--- src/rtl/alu_op_sequencer_pkg.sv ---
// Shared ALU opcode constants and sequencer state encoding.
package alu_seq_pkg;

  localparam int DEF_WIDTH = 8;

  localparam logic [2:0] OP_ZERO = 3'b000;
  localparam logic [2:0] OP_AND  = 3'b001;
  localparam logic [2:0] OP_OR   = 3'b010;
  localparam logic [2:0] OP_XOR  = 3'b011;
  localparam logic [2:0] OP_NOTA = 3'b100;
  localparam logic [2:0] OP_SUB  = 3'b101;
  localparam logic [2:0] OP_ADD  = 3'b110;
  localparam logic [2:0] OP_ONES = 3'b111;

  typedef enum logic [1:0] {
    IDLE   = 2'd0,
    SETTLE = 2'd1,
    RESP   = 2'd2
  } state_t;

endpackage

--- src/rtl/alu_op_sequencer_if.sv ---
// Command and response handshake bundle between a control master and the sequencer.
interface alu_op_sequencer_if #(
  parameter int WIDTH = alu_seq_pkg::DEF_WIDTH
);
  logic             cmd_valid;
  logic             cmd_ready;
  logic [2:0]       cmd_op;
  logic [WIDTH-1:0] cmd_a;
  logic [WIDTH-1:0] cmd_b;
  logic             cmd_chain;
  logic             rsp_valid;
  logic             rsp_ready;
  logic [WIDTH-1:0] rsp_y;
  logic             rsp_zero;

  modport master (
    output cmd_valid, cmd_op, cmd_a, cmd_b, cmd_chain, rsp_ready,
    input  cmd_ready, rsp_valid, rsp_y, rsp_zero
  );

  modport slave (
    input  cmd_valid, cmd_op, cmd_a, cmd_b, cmd_chain, rsp_ready,
    output cmd_ready, rsp_valid, rsp_y, rsp_zero
  );
endinterface

--- src/rtl/alu_op_sequencer.sv ---
// Drives registered operands into a combinational ALU, waits SETTLE_CYCLES, captures the
// result into an accumulator and returns it on a valid/ready response; one command in flight.
module alu_op_sequencer
  import alu_seq_pkg::*;
#(
  parameter int WIDTH         = DEF_WIDTH,
  parameter int SETTLE_CYCLES = 1,
  parameter int CNT_W         = 16
) (
  input  logic             clk,
  input  logic             rst,
  alu_op_sequencer_if.slave bus,
  output logic [WIDTH-1:0] alu_a,
  output logic [WIDTH-1:0] alu_b,
  output logic [2:0]       alu_sel,
  input  logic [WIDTH-1:0] alu_y,
  output logic [WIDTH-1:0] acc,
  output logic             busy,
  output logic [CNT_W-1:0] op_count
);

  localparam logic [3:0] SETTLE_LD = 4'(SETTLE_CYCLES - 1);

  state_t           state, state_nxt;
  logic [3:0]       settle_cnt;
  logic             accept, capture, rsp_done;
  logic [WIDTH-1:0] rsp_y_q;
  logic             rsp_zero_q;

  assign bus.rsp_y    = rsp_y_q;
  assign bus.rsp_zero = rsp_zero_q;

  always_ff @(posedge clk) begin
    if (rst) state <= IDLE;
    else     state <= state_nxt;
  end

  always_comb begin
    state_nxt     = state;
    accept        = 1'b0;
    capture       = 1'b0;
    rsp_done      = 1'b0;
    bus.cmd_ready = 1'b0;
    bus.rsp_valid = 1'b0;
    busy          = 1'b0;
    unique case (state)
      IDLE: begin
        bus.cmd_ready = 1'b1;
        if (bus.cmd_valid) begin
          accept    = 1'b1;
          state_nxt = SETTLE;
        end
      end
      SETTLE: begin
        busy = 1'b1;
        if (settle_cnt == 4'd0) begin
          capture   = 1'b1;
          state_nxt = RESP;
        end
      end
      RESP: begin
        busy          = 1'b1;
        bus.rsp_valid = 1'b1;
        if (bus.rsp_ready) begin
          rsp_done  = 1'b1;
          state_nxt = IDLE;
        end
      end
      default: state_nxt = IDLE;
    endcase
  end

  // ALU inputs only move on accept so alu_y is stable at capture and between commands.
  always_ff @(posedge clk) begin
    if (rst) begin
      alu_a      <= '0;
      alu_b      <= '0;
      alu_sel    <= OP_ZERO;
      settle_cnt <= '0;
      rsp_y_q    <= '0;
      rsp_zero_q <= 1'b0;
      acc        <= '0;
      op_count   <= '0;
    end else begin
      if (accept) begin
        alu_a      <= bus.cmd_chain ? acc : bus.cmd_a;
        alu_b      <= bus.cmd_b;
        alu_sel    <= bus.cmd_op;
        settle_cnt <= SETTLE_LD;
      end else if (state == SETTLE && settle_cnt != 4'd0) begin
        settle_cnt <= settle_cnt - 4'd1;
      end
      if (capture) begin
        rsp_y_q    <= alu_y;
        rsp_zero_q <= (alu_y == '0);
        acc        <= alu_y;
      end
      if (rsp_done) op_count <= op_count + CNT_W'(1);
    end
  end

endmodule

--- src/flat_wrapper.sv ---
// flat-port wrapper written by rule: the top's interface ports become plain ports
module alu_op_sequencer_flat import alu_seq_pkg::*;
#(
  parameter int WIDTH         = DEF_WIDTH,
  parameter int SETTLE_CYCLES = 1,
  parameter int CNT_W         = 16
)
  (clk, rst, alu_a, alu_b, alu_sel, alu_y, acc, busy, op_count, bus_cmd_valid, bus_cmd_op, bus_cmd_a, bus_cmd_b, bus_cmd_chain, bus_rsp_ready, bus_cmd_ready, bus_rsp_valid, bus_rsp_y, bus_rsp_zero);
  alu_op_sequencer_if #(.WIDTH(WIDTH)) bus_i ();
  input  logic clk;
  input  logic rst;
  output logic [WIDTH-1:0] alu_a;
  output logic [WIDTH-1:0] alu_b;
  output logic [2:0] alu_sel;
  input  logic [WIDTH-1:0] alu_y;
  output logic [WIDTH-1:0] acc;
  output logic busy;
  output logic [CNT_W-1:0] op_count;
  input wire logic [$bits(bus_i.cmd_valid)-1:0] bus_cmd_valid;
  input wire logic [$bits(bus_i.cmd_op)-1:0] bus_cmd_op;
  input wire logic [$bits(bus_i.cmd_a)-1:0] bus_cmd_a;
  input wire logic [$bits(bus_i.cmd_b)-1:0] bus_cmd_b;
  input wire logic [$bits(bus_i.cmd_chain)-1:0] bus_cmd_chain;
  input wire logic [$bits(bus_i.rsp_ready)-1:0] bus_rsp_ready;
  output wire logic [$bits(bus_i.cmd_ready)-1:0] bus_cmd_ready;
  output wire logic [$bits(bus_i.rsp_valid)-1:0] bus_rsp_valid;
  output wire logic [$bits(bus_i.rsp_y)-1:0] bus_rsp_y;
  output wire logic [$bits(bus_i.rsp_zero)-1:0] bus_rsp_zero;
  assign bus_i.cmd_valid = bus_cmd_valid;
  assign bus_i.cmd_op = bus_cmd_op;
  assign bus_i.cmd_a = bus_cmd_a;
  assign bus_i.cmd_b = bus_cmd_b;
  assign bus_i.cmd_chain = bus_cmd_chain;
  assign bus_i.rsp_ready = bus_rsp_ready;
  assign bus_cmd_ready = bus_i.cmd_ready;
  assign bus_rsp_valid = bus_i.rsp_valid;
  assign bus_rsp_y = bus_i.rsp_y;
  assign bus_rsp_zero = bus_i.rsp_zero;
  alu_op_sequencer #(.WIDTH(WIDTH), .SETTLE_CYCLES(SETTLE_CYCLES), .CNT_W(CNT_W)) u_core (.clk(clk), .rst(rst), .bus(bus_i), .alu_a(alu_a), .alu_b(alu_b), .alu_sel(alu_sel), .alu_y(alu_y), .acc(acc), .busy(busy), .op_count(op_count));
endmodule
--- config.mk ---
export PLATFORM = sky130hd
export DESIGN_NAME = alu_op_sequencer_flat
export DESIGN_NICKNAME = d
export VERILOG_FILES = /design/src/rtl/alu_op_sequencer_pkg.sv /design/src/rtl/alu_op_sequencer_if.sv /design/src/rtl/alu_op_sequencer.sv /design/src/flat_wrapper.sv
export SDC_FILE = /design/constraint.sdc
export NUM_CORES = 1
export LEC_CHECK = 0
export ABC_AREA = 1
export BUFFER_PORTS_ARGS = -buffer_cell sky130_fd_sc_hd__buf_2
export CELL_PAD_IN_SITES_DETAIL_PLACEMENT = 1
export CELL_PAD_IN_SITES_GLOBAL_PLACEMENT = 2
export CORE_MARGIN = 10
export CORE_UTILIZATION = 26
export DETAILED_ROUTE_END_ITERATION = 16
export PLACE_DENSITY_LB_ADDON = 0.1
export SYNTH_ARGS = -nofsm -noshare
export SYNTH_HDL_FRONTEND = slang
export SYNTH_SLANG_ARGS = --single-unit
--- constraint.sdc ---
create_clock -name clk -period 1.6 [get_ports clk]
set_input_delay 0.32 -clock clk [delete_from_list [all_inputs] [get_ports clk]]
set_output_delay 0.32 -clock clk [all_outputs]
set_load 0.01 [all_outputs]
**Word-level counts from Yosys, hierarchy flattened**

Cells that the tools add are included.

- Bits in registers: 50
- Latch bits: 0
- RAM bits: 0
- Memory bits (read-only): 0
- Input bits: 32
- Output and inout bits: 55
- Word-level logic and storage cells: 37
- Memories: 0

- $add $sub $neg: 2
- $mul: 0
- Divide/modulo/power cells: 0
- Order comparisons: 0
- Equality and inequality tests: 5
- Shift operators: 0
- Multiplexer cells: 14
- Bitwise gates (word level): 0
- Reductions and logical operators: 8

Operators with widths:

| kind | number |
|---|---|
| $add A16 B1 Y16 const B | 1 |
| $mux W1 | 9 |
| $logic_not A8 Y1 | 1 |
| $mux W8 | 1 |
| $mux W2 | 3 |
| $pmux W2 S3 | 1 |
| $logic_not A4 Y1 | 1 |
| $ne A2 B2 Y1 const B | 2 |
| $reduce_bool A4 Y1 | 1 |
| $reduce_or A2 Y1 | 2 |
| $sub A4 B1 Y4 const B | 1 |
| $reduce_and A3 Y1 | 1 |
| $eq A2 B1 Y1 const B | 1 |
| $eq A2 B2 Y1 const B | 1 |
| $logic_not A2 Y1 | 1 |
| $ne A2 B1 Y1 const B | 1 |
| $logic_and A1 B1 Y1 | 1 |

**Longest topological paths before layout**

Gate-level depths: netlist of the first run.

- Depth after elaboration: 3
- Gate-level depth with buffers: 9
- Gate-level depth less buffers: 9

**Worst setup path before layout of the first run**

No wires, ideal clock.

- Path kind: flip-flop to flip-flop
- Start point: reg u_core.state[0]
- End point: reg u_core.op_count[13]
- Setup time: 0.113 ns
- Arrival: 1.257 ns
- Data required time: 1.487 ns
- Slack: 0.230 ns
- Cell stages (with the launch flop): 10
- Cell sequence: dfxtp_1 inv_1 ha_1 nand2_4 nor2_1 nand2_1 nor2_2 nand4_1 nand2_1 nor2_1

- Word-level cells in the longest chain between the ends: 2

Ends and longest elaborated chain:

| element | RTL line | text |
|---|---|---|
| from (decl) | alu_op_sequencer.sv:24 | `state_t state, state_nxt;` |
| from (signal assigned) | alu_op_sequencer.sv:35 | `else state <= state_nxt;` |
| $eq A2 B2 Y1 | alu_op_sequencer.sv:46 | `unique case (state)` |
| $mux W1 | alu_op_sequencer.sv:46 |  |
| to (signal assigned) | alu_op_sequencer.sv:98 | `if (rsp_done) op_count <= op_count + CNT_W'(1);` |
| to (decl) | alu_op_sequencer.sv:19 | `output logic [CNT_W-1:0] op_count` |

Every way passes these cells.
A chain may end at the register's enable or synchronous reset.

**Worst setup path in the final report of the first run**

- Start point: reg u_core.state[0]
- End point: out busy

- Word-level cells in the longest chain between the ends: 3

Ends and longest elaborated chain:

| element | RTL line | text |
|---|---|---|
| $eq A2 B2 Y1 / $eq A2 B1 Y1 (equally long branches) | alu_op_sequencer.sv:46 |  |
| $reduce_or A2 Y1 (no source line) (*) | - |  |
| $mux W1 (*) | alu_op_sequencer.sv:46 |  |
| to (decl) | flat_wrapper.sv:17 | `output logic busy;` |

Every way passes the cells marked *; elsewhere a longest branch is shown, timed or not.

==> metrics.csv, run 1 <==
metric;value;unit
run status;finished, final reports clean;
core area;8810;um2
Final Util;0.338;
DIE HEIGHT;115;um
most frequent cells in the layout;buf_2, nand2_1, nor2_1, dfxtp_1;
share of Yosys cell area claimed by the top area cell type;0.423;
crit path buf inv count;2;
post-cts sizing count;0;
share of cells above drive strength 1;0.301;
Clk pin slew, worst setup/hold paths;100;ps
CP startpoint kind;flop;
commonest non-fill, non-tap cell in the layout;buf_2;
clk_lat worst skew;300;ps
critical path arrival;1170;ps
yosys warns;0;
count of cell types in the netlist;28;
Final period util;0.929;
total global-route track usage;0.114;
Total Wirelength;7650;um
CTS Buf Count;5;
# setup viols final;0;
clk root buf;clkbuf_8;
vias;2287;
Syn Nets;357;
power density over the cells;1200;nW/um2
clk sinks;50;
Worst-Margin Slew;313;ps
Slew HR;0.791;
WP data required;1280;ps
Fin Setup TNS;0;ps
row cnt;34;
CP cell instances;inv_1 > ha_1 > buf_2;
#FFs+latches synth;50;
routability cong.;0.728;
crit end category;output pin;
Remaining Overflow, GRT;0;
Post-layout nets;439;
diodes inserted;0;
sequential-to-total area share from yosys stat;0.423;
I/O pin total;87;
CTS tree;done;
Power Total;3.56;mW
Syn-to-layout area delta;26.0;%
final hold violations;0;
post-CTS setup buffer count;0;
RSZ-0062 raised after global routing;no;
crit path max-delay cell type;dfxtp_1;
number of port buffers;86;
initial antenna violation count;0;
first-pass GRT wire length;12000;um
maximum VDD drop;0.536;mV
H-tree levels;2;
clk_skew;6.82;ps
Filler cells;1142;
P_leak;1.38;nW
Synth Instances;319;
fmax;673;MHz
largest net degree at the start of global routing;20;
final antenna-violating net count;0;
count of hold-fix buffers inserted at cts;0;
Vias/cell;4.48;
drt drc;0;
Post-Syn Area;2360;um2
hold path cells;3;
Initial Util;0.269;
reg2reg path depth;5;
Synth area leaders;dfxtp_1, nor2_1, nand2_1;
Crit. path cell count;3;
HPWL Detailed;6070;um
Slew Viols, Final;0;
DR iter-0 viols;42;
die width;115;um
CP Max Fanout;4;
drt first pass iters;4;
Top delay family on crit path;flip-flops;
crit path kind;flop to output pin;
max incr delay on CP;340;ps
Avg Cell Area, Syn;7.41;um2
number of global-route vias before repair;2394;
Hold Path Class;primary input to flop;
Synth area leader;dfxtp_1;
Max-Cap Viols;0;
min Tclk post-route;1490;ps
die area;13300;um2
Avg WL per Cell;15.0;um
r2r setup slk;160;ps
Clock Path Buffers;2;
synth_stat cells:
| cell type | n |
|---|---|
| nor2_1 | 52 |
| nand2_1 | 51 |
| dfxtp_1 | 50 |
| inv_1 | 36 |
| o21ai_0 | 36 |
| a21oi_1 | 20 |
| buf_4 | 11 |
| o211ai_1 | 8 |
| ha_1 | 6 |
| nand4_1 | 6 |
| nand3_1 | 5 |
| nor2_4 | 5 |
| o21ai_1 | 4 |
| buf_2 | 3 |
| inv_2 | 3 |
| nand3_2 | 3 |
| nor2_2 | 3 |
| nor3_1 | 3 |
| clkbuf_1 | 2 |
| clkbuf_2 | 2 |
| nand2_2 | 2 |
| xor2_1 | 2 |
| a21o_1 | 1 |
| buf_6 | 1 |
| nand2_4 | 1 |
| nand3_4 | 1 |
| nand4_2 | 1 |
| nor3b_1 | 1 |
tightest hold or removal path, cell delays in order:
cell and delay [ps]:
buf_2 70, o21ai_0 70, nor2_1 70
per-layer routing:
layer	part of all wire	track usage
met1	0.43	0.134
met2	0.51	0.201
met3	0.046	0.0297
met4	0.0069	0.0279
met5	0	0
logic make-up (layout without fill, tap and decap cells):
| group | after synthesis | in the layout | share of synthesized area |
|---|---|---|---|
| AO/OA/AOI/OAI | 69 | 69 | 0.156 |
| XOR/XNOR | 2 | 2 | 0.00741 |
| adder cells (fa/ha/maj) | 6 | 6 | 0.0317 |
| flip-flops | 50 | 50 | 0.423 |
| AND/OR/NAND/NOR | 134 | 134 | 0.267 |
| buffers and inverters | 58 | 141 | 0.115 |
power breakdown:
part	internal [mW]	switching [mW]	total, mW
sequential	1.43	0.108	1.54
clock	0.469	0.430	0.899
combinational	0.435	0.688	1.12
total	2.34	1.23	3.56
worst paths after layout:
| path | start | endpoint |
|---|---|---|
| max | u_core.state[0]$_SDFFE_PP0P_ | busy |
| min reg2reg | u_core.alu_a[3]$_SDFFE_PP0P_ | u_core.alu_a[3]$_SDFFE_PP0P_ |
| min | bus_cmd_b[3] | u_core.alu_b[3]$_SDFFE_PP0P_ |
| max reg2reg | u_core.settle_cnt[0]$_SDFFE_PP0P_ | u_core.bus.rsp_y[3]$_SDFFE_PP0P_ |
through the flow:
stage	instance area (um2)	hold WS [ps]	instances	worst slack (ps)
final	2980	262	510	113
after global routing	2980	255	510	14.2
after CTS	2970	258	510	51.7
after detailed placement	2860	453	502	131
after global placement	2860	437	502	158
after floorplan	2360	432	319	230
flip-flops by register name, indices dropped and copies added (netlist names):
register and count:
u_core.alu_sel 3, u_core.op_count 16, u_core.bus.rsp_y 8, u_core.bus.rsp_zero 1
u_core.settle_cnt 4, u_core.state 2, u_core.alu_a 8, u_core.alu_b 8
area by class of cell:
cell class | count | area, um2 | area share
clock inverters | 1 | 30.0 | 0.0101
repair buffers | 94 | 494 | 0.166
clock buffers | 7 | 76.3 | 0.0256
well taps | 108 | 135 | 0.0454
inverters | 39 | 146 | 0.0491
multi-input cells | 211 | 1100 | 0.368
flip-flops and latches | 50 | 1000 | 0.336
No activity file was read; power rests on OpenSTA's default activity.
==> run 2, diff against run 1 <==
CORE_MARGIN = 1.5   (was 10)
CORE_UTILIZATION = 24   (was 26)
clock period = 1.28 ns   (was 1.6 ns; I/O delays follow)
==> metrics.csv, run 2 (same netlist as run 1, synthesis figures left out) <==
metric;value;unit;change
run status;complete, but fails checks;;
failing checks;negative setup slack;;
Final period util;1.08;;
sequential share of power;0.378;;-0.054
number of global-route vias before repair;2250;;-6.0%
number of flip-flops in the largest register;16;;unchanged
hold path startpoint;bus_cmd_b[3];;
DIE HEIGHT;102;um;-11%
clk_lat worst skew;310;ps;about the same
Avg WL per Cell;12.7;um;-15%
max incr delay on CP;360;ps;+20 ps
crit path max-delay cell type;dfxtp_2;;
first-pass GRT wire length;11300;um;-6.6%
count of hold-fix buffers inserted at cts;0;;unchanged
CP startpoint kind;flop;;
largest net degree at the start of global routing;25;;+25%
drt first pass iters;4;;unchanged
die area;10500;um2;-21%
Remaining Overflow, GRT;0;;unchanged
vias;2320;;+1.4%
fmax;726;MHz;
Critical Path Source;u_core.state[0]$_SDFFE_PP0P_;;
min Tclk post-route;1380;ps;
clk root buf;clkbuf_8;;
Slew HR;0.840;;+0.0492
power density over the cells;1490;nW/um2;+25%
clk_skew;10.7;ps;+3.83 ps
row cnt;36;;+5.9%
Sw Pwr;1.67;mW;+36%
Slew Viols, Final;0;;unchanged
WHS;193;ps;-69.3 ps
final antenna-violating net count;0;;unchanged
Vias/cell;4.17;;-7.1%
reg2reg path depth;8;;+3
Multi-input gate area;1270;um2;+16%
HPWL Detailed;5480;um;-9.7%
Reg with most FFs;u_core.op_count;;
CP cell instances;inv_4 > ha_4 > buf_6 > buf_6;;
share of cells above drive strength 1;0.429;;+0.128
CTS Buf Count;5;;unchanged
portion of total power attributed to combinational logic;0.351;;+0.036
storage element area;1010;um2;+1.2%
placed insts;544;;+8.4%
CP most frequent cell;buf_6;;
diodes inserted;0;;unchanged
RSZ-0062 raised after global routing;yes;;
hold path endpoint;u_core.alu_b[3]$_SDFFE_PP0P_;;
drt drc;0;;unchanged
Cell Int Power;3.50;mW;+50%
Initial Util;0.244;;-0.0244
Hold Path Class;primary input to flop;;
CTS tree;done;;
Clock Path Buffers;2;;unchanged
die width;102;um;-11%
Total Wirelength;7090;um;-7.3%
Clk pin slew, worst setup/hold paths;100;ps;about the same
most frequent cells in the layout;buf_2, nor2_1, nand2_1, dfxtp_1, inv_1;;
number of port buffers;86;;unchanged
final hold violations;0;;unchanged
clock power share;0.271;;+0.019
total global-route track usage;0.140;;+0.0262
r2r endpoint;u_core.op_count[10]$_SDFFE_PP0P_;;
Max-Cap Viols;0;;unchanged
maximum VDD drop;0.498;mV;-7.0%
Sw Share;0.322;;-0.0216
DR iter-0 viols;24;;-43%
CP Max Fanout;3;;-1
crit end category;output pin;;
I/O pin total;87;;unchanged
r2r setup slk;-50;ps;-210 ps
Worst R2R Start;u_core.state[0]$_SDFFE_PP0P_;;
Filler cells;1230;;+7.7%
clk sinks;50;;unchanged
fin worst setup slack;-97.4;ps;-211 ps
Syn-to-layout area delta;46.5;%;
Worst-Margin Slew;240;ps;-73.4 ps
P_leak;1.54;nW;+11%
H-tree levels;2;;unchanged
non-filler cells, final;557;;+9.2%
hold path cells;3;;unchanged
critical path arrival;1120;ps;-50 ps
commonest non-fill, non-tap cell in the layout;buf_2;;
crit path kind;flop to output pin;;
initial antenna violation count;0;;unchanged
routability cong.;0.800;;+9.8%
core area;9680;um2;+10%
# setup viols final;12;;+12
WP data required;1020;ps;-260 ps
Post-layout nets;461;;+5.0%
==> run 2: repair_timing <==
action                                  4_1_cts  5_1_grt
setup buffers                                 2        3
pin swaps                                    10       11
resized for setup                            37       27
endpoints found under the setup margin       35       41
hold endpoints to repair                      0        0
==> run 2: worst max-delay path by stage <==
stage / slack, ps / cells after the start / endpoint
after floorplan: -30 / 9 / u_core.op_count[13]$_SDFFE_PP0P_
after global placement: -40 / 9 / u_core.op_count[13]$_SDFFE_PP0P_
after detailed placement: -80 / 9 / u_core.op_count[13]$_SDFFE_PP0P_
after CTS: -110 / 4 / bus_rsp_valid
after global routing: -160 / 10 / u_core.op_count[13]$_SDFFE_PP0P_
final: -100 / 4 / bus_rsp_valid
==> run 2: area by class of cell <==
cell class	count	share of cell area
sequential	50	0.293
timing repair buffer	116	0.207
multi-input combinational	211	0.367
clock inverter	2	0.0173
inverter	39	0.0451
clock buffer	6	0.0238
tap	133	0.0480
==> run 2: per-stage QoR <==
step | total power, mW | utilization | setup WS [ps] | instance area (um2) | setup TNS, ps
4_1_cts | 5.18 | 0.346 | -112 | 3350 | -499
3_3_place_gp | 3.48 | 0.315 | -41.8 | 3050 | -271
5_1_grt | 5.53 | 0.358 | -156 | 3460 | -2100
3_5_place_dp | 3.51 | 0.315 | -79.0 | 3050 | -932
2_1_floorplan | 2.87 | - | -27.1 | 2370 | -27.1
6_report | 5.17 | 0.358 | -97.4 | 3460 | -368
==> run 2: metal layers <==
metal,vias up,global-route usage,part of all wire
li1,1220,-,-
met1,1057,0.172,0.45
met2,35,0.248,0.51
met3,8,0.0260,0.027
met4,0,0.0411,0.013
met5,-,0,0
==> run 2: worst max-delay path, delay by kind of cell (launching register included) <==
kind | cells | cell delay [ps]
flops | 1 | 360
buf+inv | 3 | 270
fa+ha+maj | 1 | 170
==> run 2: power groups by stage <==
| stage | Clock (mW) | Sequential [mW] | Combinational [mW] |
|---|---|---|---|
| floorplan | 0 | 2.05 | 0.819 |
| global placement | 0 | 1.95 | 1.53 |
| detailed placement | 0 | 1.96 | 1.54 |
| CTS | 1.45 | 1.95 | 1.78 |
| global route | 1.50 | 1.99 | 2.04 |
| finish | 1.40 | 1.95 | 1.82 |
==> run 3, diff against run 2 <==
CELL_PAD_IN_SITES_DETAIL_PLACEMENT = unset   (was 1)
CELL_PAD_IN_SITES_GLOBAL_PLACEMENT = unset   (was 2)
CORE_UTILIZATION = 40   (was 24)
PLACE_DENSITY = 0.67   (was unset)
PLACE_DENSITY_LB_ADDON = unset   (was 0.1)
clock period = 1.75 ns   (was 1.28 ns; I/O delays follow)
==> metrics.csv, run 3 (same netlist as run 1, synthesis figures left out) <==
metric;value;unit;change
run status;finished, final reports clean;;
CP cell instances;inv_1 > ha_1 > buf_2;;
post-route cell area;2950;um2;-15%
max incr delay on CP;320;ps;-40 ps
number of port buffers;86;;unchanged
WP data required;1400;ps;+380 ps
largest net degree at the start of global routing;19;;-24%
Syn-to-layout area delta;24.7;%;
Sw Pwr;1.06;mW;-37%
final hold violations;0;;unchanged
clk_lat worst skew;300;ps;about the same
M1 GR Usage;0.207;;+0.0351
post-cts sizing count;0;;-100%
portion of total power attributed to combinational logic;0.287;;-0.064
first-pass GRT wire length;8520;um;-24%
final antenna-violating net count;0;;unchanged
Final period util;0.882;;
number of global-route vias before repair;1916;;-15%
power density over the cells;1130;nW/um2;-25%
CTS Buf Count;5;;unchanged
min Tclk post-route;1540;ps;
diodes inserted;0;;unchanged
die area;6380;um2;-39%
post-CTS setup buffer count;0;;-2
Filler cells;579;;-53%
Cell Int Power;2.26;mW;-36%
die width;79.9;um;-22%
count of hold-fix buffers inserted at cts;0;;unchanged
crit path max-delay cell type;dfxtp_1;;
WHS;296;ps;+103 ps
met2 Track Usage GR;0.287;;+0.0398
Worst-Margin Slew;297;ps;+57.4 ps
fmax;648;MHz;
Hold Path Class;primary input to flop;;
most frequent cells in the layout;buf_2, nor2_1, nand2_1, dfxtp_1;;
Fin Setup TNS;0;ps;+368 ps
met3 usage;0.0286;;+0.00258
maximum VDD drop;0.397;mV;-20%
clock power share;0.289;;+0.018
CP startpoint kind;flop;;
number of flip-flops in the largest register;16;;unchanged
crit path kind;flop to output pin;;
sequential share of power;0.424;;+0.046
Top delay family on crit path;flip-flops;;
commonest non-fill, non-tap cell in the layout;buf_2;;
I/O pin total;87;;unchanged
HPWL Detailed;4150;um;-24%
# setup viols final;0;;-12
critical path arrival;1190;ps;+70 ps
routability cong.;0.872;;+9.0%
busiest grt layer;met2;;
Clk pin slew, worst setup/hold paths;90;ps;about the same
Max-Cap Viols;0;;unchanged
DIE HEIGHT;79.9;um;-22%
Final Util;0.526;;+0.168
Post-layout nets;438;;-5.0%
drt drc;0;;unchanged
P_leak;1.40;nW;-9.0%
Slew Viols, Final;0;;unchanged
initial antenna violation count;0;;unchanged
crit end category;output pin;;
clk root buf;clkbuf_8;;
Initial Util;0.422;;+0.178
crit path buf inv count;2;;-1
RSZ-0062 raised after global routing;no;;
Vias/cell;4.66;;+12%
vias;2203;;-5.0%
Power Total;3.32;mW;-36%
Avg WL per Cell;11.3;um;-11%
DR iter-0 viols;105;;+340%
clk_skew;9.54;ps;-1.11 ps
drt first pass iters;4;;unchanged
Reg with most FFs;u_core.op_count;;
Placed Area;2810;um2;-7.9%
core area;5610;um2;-42%
clk sinks;50;;unchanged
Sw Share;0.319;;-0.00357
Remaining Overflow, GRT;0;;unchanged
CP Max Fanout;4;;+1
total global-route track usage;0.167;;+0.0271
Clock Path Buffers;2;;unchanged
share of cells above drive strength 1;0.299;;-0.130
row cnt;27;;-25%
CTS tree;done;;
Total Wirelength;5340;um;-25%
Slew HR;0.802;;-0.0385
H-tree levels;2;;unchanged
==> run 3: area by class of cell <==
| cell class | count | area (um2) | area share |
|---|---|---|---|
| Clock buffer | 5 | 68.8 | 0.0233 |
| Clock inverter | 3 | 68.8 | 0.0233 |
| Inverter | 39 | 146 | 0.0496 |
| Multi-Input combinational cell | 211 | 1090 | 0.370 |
| Sequential cell | 50 | 1000 | 0.339 |
| Tap cell | 72 | 90.1 | 0.0305 |
| Timing Repair Buffer | 93 | 483 | 0.164 |
==> run 3: metrics by stage <==
stage,setup slack (ps),cells
finish,206,473
global route,156,473
CTS,186,473
detailed placement,313,465
global placement,369,465
floorplan,380,319
==> run 3: metal layers <==
metal,vias up,wire [um],share of wire
met5,-,0,0
met4,0,55,0.010
met3,5,229,0.043
met2,47,2560,0.48
met1,968,2500,0.47
li1,1183,-,-
==> run 3: worst reg2reg max path: cells and delay by family (launching register included) <==
| family | cells | cell delay, ps |
|---|---|---|
| simple gates | 7 | 640 |
| flops | 1 | 320 |
| buf+inv | 1 | 120 |
| fa+ha+maj | 1 | 280 |
==> run 3: worst paths after layout <==
kind / start / end / slack (ps) / depth (start not counted)
max reg2reg: u_core.state[0]$_SDFFE_PP0P_ / u_core.op_count[13]$_SDFFE_PP0P_ / 300 / 9
min: bus_cmd_b[4] / u_core.alu_b[4]$_SDFFE_PP0P_ / 300 / 3
max: u_core.state[0]$_SDFFE_PP0P_ / bus_rsp_valid / 210 / 3
min reg2reg: u_core.alu_a[2]$_SDFFE_PP0P_ / u_core.alu_a[2]$_SDFFE_PP0P_ / 460 / 2
==> run 3: power groups by stage <==
stage | sequential (mW) | combinational (mW) | clock (mW)
detailed placement | 1.44 | 0.956 | 0
global route | 1.43 | 1.08 | 1.03
floorplan | 1.50 | 0.591 | 0
finish | 1.41 | 0.953 | 0.958
global placement | 1.43 | 0.946 | 0
CTS | 1.41 | 0.963 | 0.991
